`config.mk`:
```
export PLATFORM = sky130hd
export DESIGN_NAME = uart_bus_master_flat
export DESIGN_NICKNAME = d
export VERILOG_FILES = /design/src/rtl/uart_bus_master_if.sv /design/src/rtl/uart_bus_master.sv /design/src/flat_wrapper.sv
export SDC_FILE = /design/constraint.sdc
export NUM_CORES = 1
export LEC_CHECK = 0
export ABC_AREA = 1
export CORE_MARGIN = 1.5
export CORE_UTILIZATION = 40
export DETAILED_ROUTE_END_ITERATION = 10
export HOLD_SLACK_MARGIN = 0.06
export PLACE_DENSITY = 0.59
export SYNTH_ARGS = -nofsm -noshare
export SYNTH_HDL_FRONTEND = slang
export SYNTH_SLANG_ARGS = --single-unit
export TNS_END_PERCENT = 20
```
`constraint.sdc`:
```
create_clock -name clk -period 2.7 [get_ports clk]
set_clock_uncertainty 0.2 [all_clocks]
set_input_delay 0.27 -clock clk [delete_from_list [all_inputs] [get_ports clk]]
set_output_delay 0.27 -clock clk [all_outputs]
set_load 0.03 [all_outputs]
```
`src/rtl/uart_bus_master_if.sv`:
```
// Bus-side signal bundle of the UART-driven bus initiator: byte streams in/out
// plus the 30-bit word-address memory bus shared with the core.
interface uart_bus_master_if;
    logic [7:0]  rx_q;
    logic        rx_valid;
    logic [7:0]  tx_data;
    logic        tx_valid;
    logic        tx_busy;
    logic [29:0] address;
    logic        writeenable;
    logic [31:0] writedata;
    logic [3:0]  byteena;
    logic        readenable;
    logic [31:0] readdata;
    logic        active;

    modport master (
        input  rx_q, rx_valid, tx_busy, readdata,
        output tx_data, tx_valid, address, writeenable, writedata, byteena,
               readenable, active
    );

    modport slave (
        output rx_q, rx_valid, tx_busy, readdata,
        input  tx_data, tx_valid, address, writeenable, writedata, byteena,
               readenable, active
    );
endinterface

```
`src/rtl/uart_bus_master.sv`:
```
// Decodes 'W'/'R' byte commands from the UART and issues single-word bus
// writes/reads, answering with 'K' or the four read-data bytes.
module uart_bus_master #(
    parameter int READ_LATENCY = 1,
    parameter int TIMEOUT      = 1000000
) (
    input  logic              clk,
    input  logic              reset_n,
    uart_bus_master_if.master bus
);
    typedef enum logic [2:0] {IDLE, ADDR, DATA, WRITE, READ, WAIT, RESP, ACK} state_t;

    localparam int STAGES = READ_LATENCY - 1;
    localparam int TW     = $clog2(TIMEOUT + 1);

    state_t      state, state_nxt;
    logic        cmd_w;
    logic [1:0]  byte_cnt;
    logic [TW-1:0] tmo_cnt;
    logic [29:0] addr_sh;
    logic [31:0] shift;
    logic [STAGES:0] vld_pipe;
    logic [29:0] address_q;
    logic [31:0] writedata_q;
    logic        cmd_hit, tmo_hit, accept;

    assign cmd_hit = bus.rx_valid && (bus.rx_q == 8'h57 || bus.rx_q == 8'h52);
    assign tmo_hit = (tmo_cnt == TW'(TIMEOUT - 1));

    // Outputs decode straight from state so an async reset clears them at once.
    assign bus.tx_valid    = (state == RESP) || (state == ACK);
    assign bus.tx_data     = (state == RESP) ? shift[31:24] :
                             (state == ACK)  ? 8'h4B : 8'h00;
    assign bus.writeenable = (state == WRITE);
    assign bus.byteena     = {4{state == WRITE}};
    assign bus.readenable  = (state == READ);
    assign bus.active      = (state != IDLE);
    assign bus.address     = address_q;
    assign bus.writedata   = writedata_q;
    assign accept          = bus.tx_valid && !bus.tx_busy;

    always_ff @(posedge clk or negedge reset_n) begin
        if (!reset_n) state <= IDLE;
        else          state <= state_nxt;
    end

    always_comb begin
        state_nxt = state;
        case (state)
            IDLE:  if (cmd_hit) state_nxt = ADDR;
            ADDR: begin
                if (tmo_hit)                               state_nxt = IDLE;
                else if (bus.rx_valid && byte_cnt == 2'd3) state_nxt = cmd_w ? DATA : READ;
            end
            DATA: begin
                if (tmo_hit)                               state_nxt = IDLE;
                else if (bus.rx_valid && byte_cnt == 2'd3) state_nxt = WRITE;
            end
            WRITE: state_nxt = ACK;
            READ:  state_nxt = WAIT;
            WAIT:  if (vld_pipe[STAGES]) state_nxt = RESP;
            RESP:  if (accept && byte_cnt == 2'd3) state_nxt = IDLE;
            ACK:   if (accept) state_nxt = IDLE;
            default: state_nxt = IDLE;
        endcase
    end

    // Address/data are only published to the bus once a command is complete,
    // so an abandoned command leaves the previous values in place.
    always_ff @(posedge clk or negedge reset_n) begin
        if (!reset_n) begin
            cmd_w       <= 1'b0;
            byte_cnt    <= '0;
            tmo_cnt     <= '0;
            addr_sh     <= '0;
            shift       <= '0;
            vld_pipe    <= '0;
            address_q   <= '0;
            writedata_q <= '0;
        end else begin
            case (state)
                IDLE: if (cmd_hit) begin
                    cmd_w    <= (bus.rx_q == 8'h57);
                    byte_cnt <= '0;
                    tmo_cnt  <= '0;
                end
                ADDR, DATA: begin
                    if (tmo_hit) begin
                        tmo_cnt <= '0;
                    end else if (bus.rx_valid) begin
                        tmo_cnt  <= '0;
                        byte_cnt <= byte_cnt + 1'b1;
                        if (state == ADDR) begin
                            if (byte_cnt == 2'd3) begin
                                addr_sh <= {addr_sh[23:0], bus.rx_q[7:2]};
                                if (!cmd_w) address_q <= {addr_sh[23:0], bus.rx_q[7:2]};
                            end else begin
                                addr_sh <= {addr_sh[21:0], bus.rx_q};
                            end
                        end else begin
                            shift <= {shift[23:0], bus.rx_q};
                            if (byte_cnt == 2'd3) begin
                                address_q   <= addr_sh;
                                writedata_q <= {shift[23:0], bus.rx_q};
                            end
                        end
                    end else begin
                        tmo_cnt <= tmo_cnt + 1'b1;
                    end
                end
                READ: begin
                    vld_pipe    <= '0;
                    vld_pipe[0] <= 1'b1;
                end
                WAIT: begin
                    vld_pipe <= vld_pipe << 1;
                    if (vld_pipe[STAGES]) begin
                        shift    <= bus.readdata;
                        byte_cnt <= '0;
                    end
                end
                RESP: if (accept) begin
                    shift    <= {shift[23:0], 8'h00};
                    byte_cnt <= byte_cnt + 1'b1;
                end
                default: ;
            endcase
        end
    end
endmodule

```
`src/flat_wrapper.sv`:
```
// flat-port wrapper written by rule: the top's interface ports become plain ports
module uart_bus_master_flat 
#(
    parameter int READ_LATENCY = 1,
    parameter int TIMEOUT      = 1000000
)
  (clk, reset_n, bus_rx_q, bus_rx_valid, bus_tx_busy, bus_readdata, bus_tx_data, bus_tx_valid, bus_address, bus_writeenable, bus_writedata, bus_byteena, bus_readenable, bus_active);
  uart_bus_master_if bus_i ();
  input  logic clk;
  input  logic reset_n;
  input wire logic [$bits(bus_i.rx_q)-1:0] bus_rx_q;
  input wire logic [$bits(bus_i.rx_valid)-1:0] bus_rx_valid;
  input wire logic [$bits(bus_i.tx_busy)-1:0] bus_tx_busy;
  input wire logic [$bits(bus_i.readdata)-1:0] bus_readdata;
  output wire logic [$bits(bus_i.tx_data)-1:0] bus_tx_data;
  output wire logic [$bits(bus_i.tx_valid)-1:0] bus_tx_valid;
  output wire logic [$bits(bus_i.address)-1:0] bus_address;
  output wire logic [$bits(bus_i.writeenable)-1:0] bus_writeenable;
  output wire logic [$bits(bus_i.writedata)-1:0] bus_writedata;
  output wire logic [$bits(bus_i.byteena)-1:0] bus_byteena;
  output wire logic [$bits(bus_i.readenable)-1:0] bus_readenable;
  output wire logic [$bits(bus_i.active)-1:0] bus_active;
  assign bus_i.rx_q = bus_rx_q;
  assign bus_i.rx_valid = bus_rx_valid;
  assign bus_i.tx_busy = bus_tx_busy;
  assign bus_i.readdata = bus_readdata;
  assign bus_tx_data = bus_i.tx_data;
  assign bus_tx_valid = bus_i.tx_valid;
  assign bus_address = bus_i.address;
  assign bus_writeenable = bus_i.writeenable;
  assign bus_writedata = bus_i.writedata;
  assign bus_byteena = bus_i.byteena;
  assign bus_readenable = bus_i.readenable;
  assign bus_active = bus_i.active;
  uart_bus_master #(.READ_LATENCY(READ_LATENCY), .TIMEOUT(TIMEOUT)) u_core (.clk(clk), .reset_n(reset_n), .bus(bus_i));
endmodule
```
[Yosys cells after proc, flatten, opt, wreduce, memory -nomap -nowiden]
Index checks and enable logic that the tools add are counted.
Widths: inputs -> output; s select.
Word-level totals
  register bits after elaboration: 151
  bits of input ports: 44
  logic and storage cells: 91
Operators by class
  add/sub/neg operators: 2
  equal/unequal tests: 22
  muxes and demuxes: 34
  bitwise gates (word level): 2
  reductions and logical operators: 22
Operator list (count)
  $mux 32: 5
  $mux 30: 5
  $pmux 32 s3: 1
  $mux 20: 3
  $pmux 20 s2: 1
  $mux 3: 9
  $pmux 3 s8: 1
  $add 20x1->20 const B: 1
  $eq 20x20->1 const B: 1
  $reduce_and 6->1: 3
  $eq 8x7->1 const B: 2
  $eq 3x3->1 const B: 4
  $mux 2: 5
  $ne 2x2->1 const B: 5
  $reduce_and 5->1: 2
  $mux 8: 1
  $ne 2x1->1 const B: 4
  $pmux 2 s4: 1
  $mux 7: 1
  $eq 3x2->1 const B: 2
  $ne 3x1->1 const B: 2
  $reduce_bool 3->1: 2
  $logic_and 1x1->1: 4
  $reduce_and 2->1: 2
  other kinds (12): 15

[Depth between registers and ports, before layout]
  depth in word-level cells: 6
  depth in mapped cells: 11
  depth with buffers taken out: 11

[Worst setup path after synthesis]
Ideal clock, no wire load.
  path type: reg2reg
  from: register u_core.state[0]
  to: register u_core.tmo_cnt[7]
  setup time: 120 ps
  arrival: 1643 ps
  required time: 2380 ps
  path slack: 737 ps
  stages on the path, launching flop included: 11
  path buffers: 1
  cell sequence: dfrtp_1 -> inv_1 -> ha_1 -> nand2_1 -> inv_1 -> nand3_1 -> nand2_2 -> buf_4 -> nand2_1 -> o21ai_0 -> nor2_1
On the way
  cells in the longest elaborated chain, start to end: 4
  elaborated cells on any way between the ends: 8
  classes of those cells: eq/ne (3); mux (1); reduce/logical (4)
Ends and longest elaborated chain
  start: declaration: line uart_bus_master.sv:16  | state_t state, state_nxt;
  start signal: assignment: line uart_bus_master.sv:44  | else state <= state_nxt;
  $eq 3x2->1 or $eq 3x1->1 (tied branches): line uart_bus_master.sv:81  | case (state)
  $reduce_or 2->1: line uart_bus_master.sv:81
  $reduce_bool 2->1 (no source line)
  $reduce_and 2->1 (no source line)
  end signal: assignment: line uart_bus_master.sv:108  | tmo_cnt <= tmo_cnt + 1'b1;
  end: declaration: line uart_bus_master.sv:19  | logic [TW-1:0] tmo_cnt;
Several ways; a longest one is shown, not always the timed one.
A chain may end at the register's enable or synchronous reset.

[Worst setup path after layout]
  from: register u_core.state[0]
  to: output port bus_tx_data[5]
On the way
  cells in the longest elaborated chain, start to end: 2
Ends and longest elaborated chain
  $eq 3x3->1: line uart_bus_master.sv:32  | assign bus.tx_data = (state == RESP) ? shift[31:24] :
  $mux 8: line uart_bus_master.sv:32
  end: declaration: line flat_wrapper.sv:15  | output wire logic [$bits(bus_i.tx_data)-1:0] bus_tx_data;
No other way between the ends.

==> flow_results.org <==
** Placement
- Final HPWL from detailed placement :: 15.61 mm
- Gp weighted congestion :: around 0.85
- Cell area reported after detailed placement :: about 9700 um2
- Setup slack after placement :: -58.82 ps
- The count of buffers added on input and output ports is approximately 120.

** Floorplanning
- The initial utilization of the core area, before any placement, comes to between 40% and 50%.
- In this run the count of I/O pins placed on the die edge is approximately 120.
- Standard cell core area :: 20100 um2
- Y dimension of the die :: about 150 um
- Die W :: roughly 150 um
- After floorplanning, the core was divided into 52 placement rows.
- The die covers between 20000 and 25000 um2.

** Critical path
- Following the worst setup path forward leads to its endpoint at bus_tx_data[5].
- At the worst endpoint, the required time is between 2000 and 2500 ps.
- The critical path is of the reg -> out type.
- Crit-path max FO :: 8
- The worst register-to-register path ends at u_core.bus.address[23].
- Worst flop-to-flop path startpoint :: u_core.tmo_cnt[1]
- Worst setup path startpoint :: u_core.state[0]
- Setup slack of the most critical reg-to-reg path :: between 200 and 250 ps
- Cell depth of the worst flop-to-flop path :: 10
- The worst setup path is captured at an output port.
- Data arrives at the worst endpoint at 2140 ps.
- The worst setup path is launched from a register.

** Timing
- Setup violations remaining at the end of the flow were counted as 0.
- Worst slew pin tran :: between 700 and 800 ps
- For the final routed database, the setup TNS stands at 0 ps.
- Setup repair after global routing left no endpoint under its margin.
- Counting I/O delays and the setup requirement, the final critical path takes between 2000 and 3000 ps.
- Number of pins exceeding their max-slew limit in the final report :: 0
- Timing would allow up to about 380 MHz.
- After layout, the worst setup slack is between 90 and 100 ps.
- Post-route clock period utilization :: a little over nine tenths
- Relative slew margins :: 48.77%
- The final hold violation count came to 0.

** Clocking
- Number of buffers created by CTS :: 17
- Max Root-Sink Buffers :: 2
- H-tree depth :: 4
- Clock latency of the later-clocked register in the worst-skew pair :: ~430 ps
- TritonCTS built the clock tree.
- Clock-pin transition on the worst setup and hold timing paths :: ~70 ps
- The clock drives 151 sinks.
- Clock tree synthesis selected as its root buffer the cell sky130_fd_sc_hd__clkbuf_16.

** Synthesis
- In this run the cell area of the synthesized design comes to around 8200 um2.
- Sequential element share of the synthesized area :: a little under half
- Counting flops and latches in the post-synthesis netlist gives ~150.
- In this run the mean area of a mapped cell was approximately 7.4 um2.
- Yosys printed 0 warnings.
- Most used DFF post-synth :: sky130_fd_sc_hd__dfrtp_1
- Gate count after technology mapping :: around 1100
- Number of distinct library cells after synthesis :: 31
- The number of nets in the synthesized netlist is 1152.
- Share of flip-flops with an asynchronous set or reset after synthesis :: between 90% and 100%
- The synthesized design contains 0 enable-type register cells.

** Final layout
- Share of post-route cells with drive strength above 1 :: 8.455%
- Post-route cell area :: about 10000 um2
- Most frequent standard cell in the layout excluding fill and tap cells :: sky130_fd_sc_hd__nand2_1
- Total Nets Final :: 1267
- Commonest non-fill, non-tap cells in the layout :: sky130_fd_sc_hd__nand2_1 (453), sky130_fd_sc_hd__dfrtp_1 (151), sky130_fd_sc_hd__clkdlybuf4s50_1 (112)
- After filler insertion, the fill cell instance count of the layout stands at 1981.
- Post-synthesis to final-layout area growth :: 26.62%
- Final antenna diode count :: 0
- Cells fill approximately half of the core in the end.

** Detailed routing
- After detailed routing, the average wire length per cell comes to about 15 um.
- Number of detailed-routing iterations run before antenna repair :: 5
- Starting DRC count in detailed routing :: about 510
- Count of antenna-violating nets left after detailed routing :: 0
- Via-per-instance ratio :: ~5.0
- Summing over every cut layer, the via total after detailed routing is 7560.
- Total routed wirelength :: 22.66 mm
- Drc violations :: 0

** Pwr
- IR analysis of the VDD net gives a maximum drop of about 600 uV.
- Power spread over the standard cell area amounts to 1097 nW/um2.
- Leakage power total :: 5.190 nW

** Global route
- GRT Util Overall :: between 20% and 30%
- The initial antenna violation count came to 0.
- For this run the aggregate overflow at the end of global routing stands at 0.
- Entering global routing, the biggest net connects 61 pins.
- Number of global-route vias before repair :: 7143
- Global-route wire length before repair :: 37.48 mm

** Job
- Maximum capacitance violations :: 0

** Min path
- The min-delay analysis places its worst path in the category in -> async.

** Run status
- The run finished with clean final reports.
how the worst min path moves through the flow:
| stage | depth (start not counted) | from | end | slack (ps) |
|---|---|---|---|---|
| after detailed placement | 1 | reset_n | u_core.bus.address[24] | 80 |
| after floorplan | 0 | reset_n | u_core.addr_sh[0] | -230 |
| final | 2 | reset_n | u_core.bus.address[24] | 180 |
| after CTS | 2 | reset_n | u_core.bus.address[24] | 200 |
| after global routing | 2 | reset_n | u_core.bus.address[24] | 230 |
| after global placement | 1 | reset_n | u_core.bus.address[26] | 90 |
repair_timing:
action                                  in CTS  in global routing
pin swaps                                    1                  2
resized for setup                            1                  5
endpoints found under the hold margin       54                  0
setup buffers                                0                  2
endpoints found under the setup margin      17                 42
gates cloned                                 1                  0
hold buffers                                 1                  0
synth_stat cells (3+ instances only):
| master | count | area share [%] |
|---|---|---|
| sky130_fd_sc_hd__dfrtp_1 | 151 | 46 |
| sky130_fd_sc_hd__nor2_1 | 72 | 3.3 |
| sky130_fd_sc_hd__nand2_4 | 4 | 0.55 |
| sky130_fd_sc_hd__nand2_1 | 453 | 21 |
| sky130_fd_sc_hd__mux2i_1 | 21 | 2.6 |
| sky130_fd_sc_hd__buf_4 | 11 | 1.0 |
| sky130_fd_sc_hd__nor3_1 | 8 | 0.49 |
| sky130_fd_sc_hd__inv_2 | 7 | 0.32 |
| sky130_fd_sc_hd__ha_1 | 6 | 0.92 |
| sky130_fd_sc_hd__nor2_4 | 4 | 0.55 |
| sky130_fd_sc_hd__nand4_1 | 76 | 5.8 |
| sky130_fd_sc_hd__clkbuf_1 | 23 | 1.1 |
| sky130_fd_sc_hd__o21ai_1 | 12 | 0.74 |
| sky130_fd_sc_hd__a21oi_2 | 6 | 0.64 |
| sky130_fd_sc_hd__nand3_2 | 3 | 0.37 |
| sky130_fd_sc_hd__buf_2 | 28 | 1.7 |
| sky130_fd_sc_hd__nand3_1 | 55 | 3.4 |
| sky130_fd_sc_hd__a21oi_1 | 10 | 0.61 |
| sky130_fd_sc_hd__o21ai_0 | 76 | 4.7 |
| sky130_fd_sc_hd__inv_1 | 60 | 2.8 |
metrics by stage:
step                total power, mW  instances  hold slack (ps)
floorplan                     7.170       1102           -225.6
global placement              8.714       1464            86.01
detailed placement            8.787       1464            83.20
CTS                           11.32       1498            198.3
global route                  12.16       1500            227.2
finish                        11.35       1500            180.1
cell type report:
cell class	instances	area (um2)	share of cell area, %
tap	270	337.8	3.266
clock buffer	19	452.9	4.379
inverter	69	259.0	2.504
clock inverter	13	158.9	1.536
multi-input combinational	818	3810	36.84
sequential	151	3779	36.54
timing repair buffer	160	1545	14.94
critical path: stages, from the launching register on:
cell                              delay (ps)
sky130_fd_sc_hd__dfrtp_1                 410
sky130_fd_sc_hd__inv_1                   100
sky130_fd_sc_hd__ha_1                    180
sky130_fd_sc_hd__buf_4                   130
sky130_fd_sc_hd__nand2_4                  90
sky130_fd_sc_hd__nor2_1                  120
sky130_fd_sc_hd__clkdlybuf4s50_1         680
sequential cells by signal, indices dropped and copies added (netlist names):
name and count:
u_core.addr_sh 30, u_core.bus.address 30, u_core.bus.writedata 32, u_core.byte_cnt 2
u_core.cmd_w 1, u_core.shift 32, u_core.state 3, u_core.tmo_cnt 20
u_core.vld_pipe 1
metal layers:
metal	share of wire (%)	up-vias	track usage (%)
li1	-	3811	-
met1	48	3542	31.29
met2	46	181	33.90
met3	4.5	26	4.451
met4	1.7	0	6.276
met5	0	-	0
kinds of logic after synthesis:
| group | count (synthesis) | synth area share [%] |
|---|---|---|
| AO/OA/AOI/OAI | 106 | 6.832 |
| XOR/XNOR | 3 | 0.3217 |
| adder cells (fa/ha/maj) | 6 | 0.9191 |
| buffers and inverters | 134 | 7.276 |
| flip-flops | 151 | 46.26 |
| multiplexers | 21 | 2.574 |
| AND/OR/NAND/NOR | 681 | 35.81 |
report_power, final:
group / internal [mW] / switching [mW] / total [mW]
registers: 3.01 / 0.628 / 3.64
clock network: 1.44 / 1.04 / 2.48
logic: 1.80 / 3.43 / 5.23
Note: power is estimated with default switching activity, not from simulation.
